### config.mk
export PLATFORM = sky130hd
export DESIGN_NAME = sport_ram
export DESIGN_NICKNAME = d
export VERILOG_FILES = /design/src/rtl/sport_ram.sv
export SDC_FILE = /design/constraint.sdc
export NUM_CORES = 1
export LEC_CHECK = 0
export CAP_MARGIN = 20
export CORE_ASPECT_RATIO = 1.75
export CORE_MARGIN = 4
export CORE_UTILIZATION = 60
export DETAILED_ROUTE_END_ITERATION = 7
export PLACE_DENSITY = 0.79
export SLEW_MARGIN = 25
export SYNTH_ARGS = -nofsm -noshare
export SYNTH_HDL_FRONTEND = slang
export SYNTH_SLANG_ARGS = --single-unit
### constraint.sdc
create_clock -name clock -period 3.4 [get_ports clock]
set_input_delay 0.68 -clock clock [delete_from_list [all_inputs] [get_ports clock]]
set_output_delay 0.68 -clock clock [all_outputs]
set_load 0.01 [all_outputs]
### src/rtl/sport_ram.sv
// sport_ram: single-port synchronous RAM with registered write-through read data.
// Define SPORT_RAM_PARITY_EN to add a per-word even-parity bit and the parity_err output.
module sport_ram #(
  parameter int DATA_WIDTH = 32,
  parameter int ADDR_WIDTH = 3,
  parameter int DEPTH      = 8
) (
  input  logic                  clock,
  input  logic                  reset,
  input  logic [ADDR_WIDTH-1:0] addr,
  input  logic                  wenable,
  input  logic [DATA_WIDTH-1:0] data_in,
`ifdef SPORT_RAM_PARITY_EN
  output logic                  parity_err,
`endif
  output logic [DATA_WIDTH-1:0] data_out
);
  logic [DATA_WIDTH-1:0] mem_q [DEPTH];
  logic [DATA_WIDTH-1:0] data_q, data_d;
  // An unknown wenable falls through to the read branch, so mem is never written.
  always_comb begin
    data_d = mem_q[addr];
    if (wenable) data_d = data_in;
  end
  always_ff @(posedge clock or negedge reset) begin
    if (!reset) begin
      for (int i = 0; i < DEPTH; i++) mem_q[i] <= '0;
      data_q <= '0;
    end else begin
      if (wenable) mem_q[addr] <= data_in;
      data_q <= data_d;
    end
  end
  assign data_out = data_q;
`ifdef SPORT_RAM_PARITY_EN
  logic [DEPTH-1:0] par_q;
  logic             err_q, err_d;
  always_comb begin
    err_d = (^mem_q[addr]) ^ par_q[addr];
    if (wenable) err_d = 1'b0;
  end
  always_ff @(posedge clock or negedge reset) begin
    if (!reset) begin
      par_q <= '0;
      err_q <= 1'b0;
    end else begin
      if (wenable) par_q[addr] <= ^data_in;
      err_q <= err_d;
    end
  end
  assign parity_err = err_q;
`endif
endmodule

==> results.json <==
{
  "status": "completed",
  "ys_warn_count": 0,
  "final_common_cell": "mux2_2",
  "fp.dieH_um": 202,
  "htree_levels": 1,
  "boundaryPins": 70,
  "finalCritPeriodShare": 0.633,
  "slew_headroom": 0.394,
  "clkLatencyLatePin_ns": 0.54,
  "cts_hold_buffers": 0,
  "crit_type": "reg -> out",
  "antenna_found_initial": 0,
  "p_per_area_mw_per_mm2": 616,
  "hold_violations": 0,
  "synth.distinct_cells": 30,
  "syn_area_mm2": 0.0129,
  "rsz0062_at_grt": "no",
  "grt_max_degree": 99,
  "die-area_mm2": 0.0240,
  "cts_num_sinks": 288,
  "cp_slowest_cell": "clkdlybuf4s50_1",
  "max_freq_mhz": 464,
  "p_leak_uw": 0.00631,
  "dr_total_vias": 7837,
  "clock-skew-final_ns": 0.0149,
  "power_frac_comb": 0.176,
  "synth.net_count": 938,
  "wl_per_cell_um": 22.5,
  "cts_setup_buffers": 0,
  "maxCapViolCount": 0,
  "dr.pass1.iters": 4,
  "worstPathArrival_ns": 1.47,
  "power.internal_uw": 6760,
  "area_delta_synth_final_pct": 14.1,
  "fin_crit_ns": 2.15,
  "syn_inst": 900,
  "numPortBuffers": 69,
  "totalWireLength_um": 27800,
  "start_util": 0.614,
  "startpoint": "data_out[3]",
  "setup_tns_ns": 0,
  "dp_hpwl_um": 16900,
  "regToRegStartpoint": "mem_q[146]",
  "peakVddDrop_mv": 0.524,
  "setup_violations": 0,
  "cts_root_buf": "clkbuf_16",
  "r2r-end": "data_out[18]",
  "rows": 70,
  "endpoint": "data_out[3]",
  "track_usage": 0.235,
  "die_x_um": 119,
  "crit_chain": "clkdlybuf4s50_1",
  "post-place-ws_ns": 0.714,
  "netSwitchingFraction": 0.254,
  "dr.first_iter.drc_count": 551,
  "avgSynthCellArea_um2": 14.3,
  "path_delay_family": "buffers and inverters",
  "required_ns": 2.72,
  "finalMaxSlewViolations": 0,
  "ys_seq_elements": 288,
  "grt_pass1_wl_um": 45700,
  "core-area_mm2": 0.0210,
  "synth_seq_area_share": 0.559,
  "final_cell_mix": "293 x mux2_2, 288 x dfrtp_1, 64 x clkdlybuf4s50_1",
  "switchingPower_uw": 2300,
  "worst-path-buf-inv": 1,
  "path_clk_slew_ns": 0.07,
  "place_congestion": 0.764,
  "vias_per_cell": 6.36,
  "cts_tree": "built",
  "r2r_setup_slack_ns": 2.00,
  "cp_num_cells": 1,
  "rr_worst_depth": 4,
  "fillers": 1440,
  "cts-resized-gates": 0,
  "cts_buffers": 26,
  "antennaDiodeCount": 0,
  "post-route-drc-count": 0,
  "p_clk_frac": 0.328,
  "final_nets": 998,
  "cp_max_fo": 1,
  "worst_slack_ns": 1.25,
  "clk_path_buf_depth": 3,
  "drive_gt1_frac": 0.392,
  "hold_path.class": "in -> async",
  "seq_power_share": 0.496,
  "cpPeakStageDelay_ns": 0.55,
  "antenna_left": 0,
  "startpoint_type": "register",
  "grt_pass1_vias": 8564,
  "tightest_slew_ns": 0.905,
  "grt-ovfl-total": 0,
  "end_kind": "output pin"
}
how the worst min path moves through the flow:
stage / to / slack [ns] / cells past startpoint
2_1_floorplan: data_out[0] / 0.38 / 0
6_report: mem_q[70] / 0.15 / 1
4_1_cts: mem_q[41] / 0.21 / 1
3_3_place_gp: mem_q[100] / 0.47 / 1
3_5_place_dp: mem_q[225] / 0.49 / 1
5_1_grt: mem_q[70] / 0.22 / 1
sequential cells by signal, indices dropped and copies added, names as in the netlist:
signal	flops
data_out	32
mem_q	256
power groups by stage:
stage	Sequential, uW	Combinational [uW]	Clock [uW]
after global placement	4520	1550	0
after global routing	4580	1750	3170
final	4500	1590	2970
after CTS	4500	1620	3000
after detailed placement	4560	1610	0
after floorplan	4470	1120	0
final cells by class:
class / instances / area (um2) / area share
tap: 252 / 315 / 0.0214
timing repair buffer: 102 / 995 / 0.0676
clock inverter: 14 / 151 / 0.0103
clock buffer: 34 / 721 / 0.0490
sequential: 288 / 7210 / 0.490
inverter: 1 / 3.75 / 0.000255
multi-input combinational: 541 / 5320 / 0.362
through the flow:
| stage | hold WS [ns] | util | power [uW] | instances | area (um2) |
|---|---|---|---|---|---|
| 2_1_floorplan | 0.384 | - | 5590 | 900 | 12900 |
| 3_3_place_gp | 0.467 | 0.658 | 6080 | 1184 | 13800 |
| 3_5_place_dp | 0.486 | 0.658 | 6170 | 1184 | 13800 |
| 4_1_cts | 0.210 | 0.700 | 9120 | 1232 | 14700 |
| 5_1_grt | 0.216 | 0.700 | 9500 | 1232 | 14700 |
| 6_report | 0.155 | 0.700 | 9060 | 1232 | 14700 |
per-layer routing:
metal | GRT usage | vias up | part of all wire
li1 | - | 3460 | -
met1 | 0.293 | 4163 | 0.40
met2 | 0.431 | 160 | 0.54
met3 | 0.0286 | 54 | 0.031
met4 | 0.0663 | 0 | 0.024
met5 | 0 | - | 0
Yosys cell counts:
master	instances	area (um2)
mux4_2	2	45.0
a22oi_1	31	233
o221ai_1	13	114
nor3_2	2	20.0
nand2_1	2	7.51
nand4_1	2	12.5
clkbuf_1	22	82.6
and3_1	1	6.26
inv_2	1	3.75
dfrtp_1	288	7210
o31a_1	18	158
o22ai_1	18	113
nor2_1	2	7.51
buf_4	10	75.1
a211o_1	13	114
nor3b_4	1	18.8
nand4b_1	1	8.76
nor2b_1	1	6.26
mux2_2	293	3300
buf_1	2	7.51
nand2b_1	19	119
mux2_1	7	78.8
nand3_1	1	5.00
a21oi_1	31	155
o21ai_0	1	5.00
buf_2	29	145
buf_6	7	78.8
a211oi_1	18	135
and2b_1	1	7.51
mux2i_1	63	631
kinds of logic after synthesis:
family / count (synthesis) / synth area share
AO/OA/AOI/OAI: 143 / 0.0795
flip-flops: 288 / 0.559
AND/OR/NAND/NOR: 33 / 0.0170
multiplexers: 365 / 0.314
buffers and inverters: 71 / 0.0305
(Power assumes the default switching activity.)
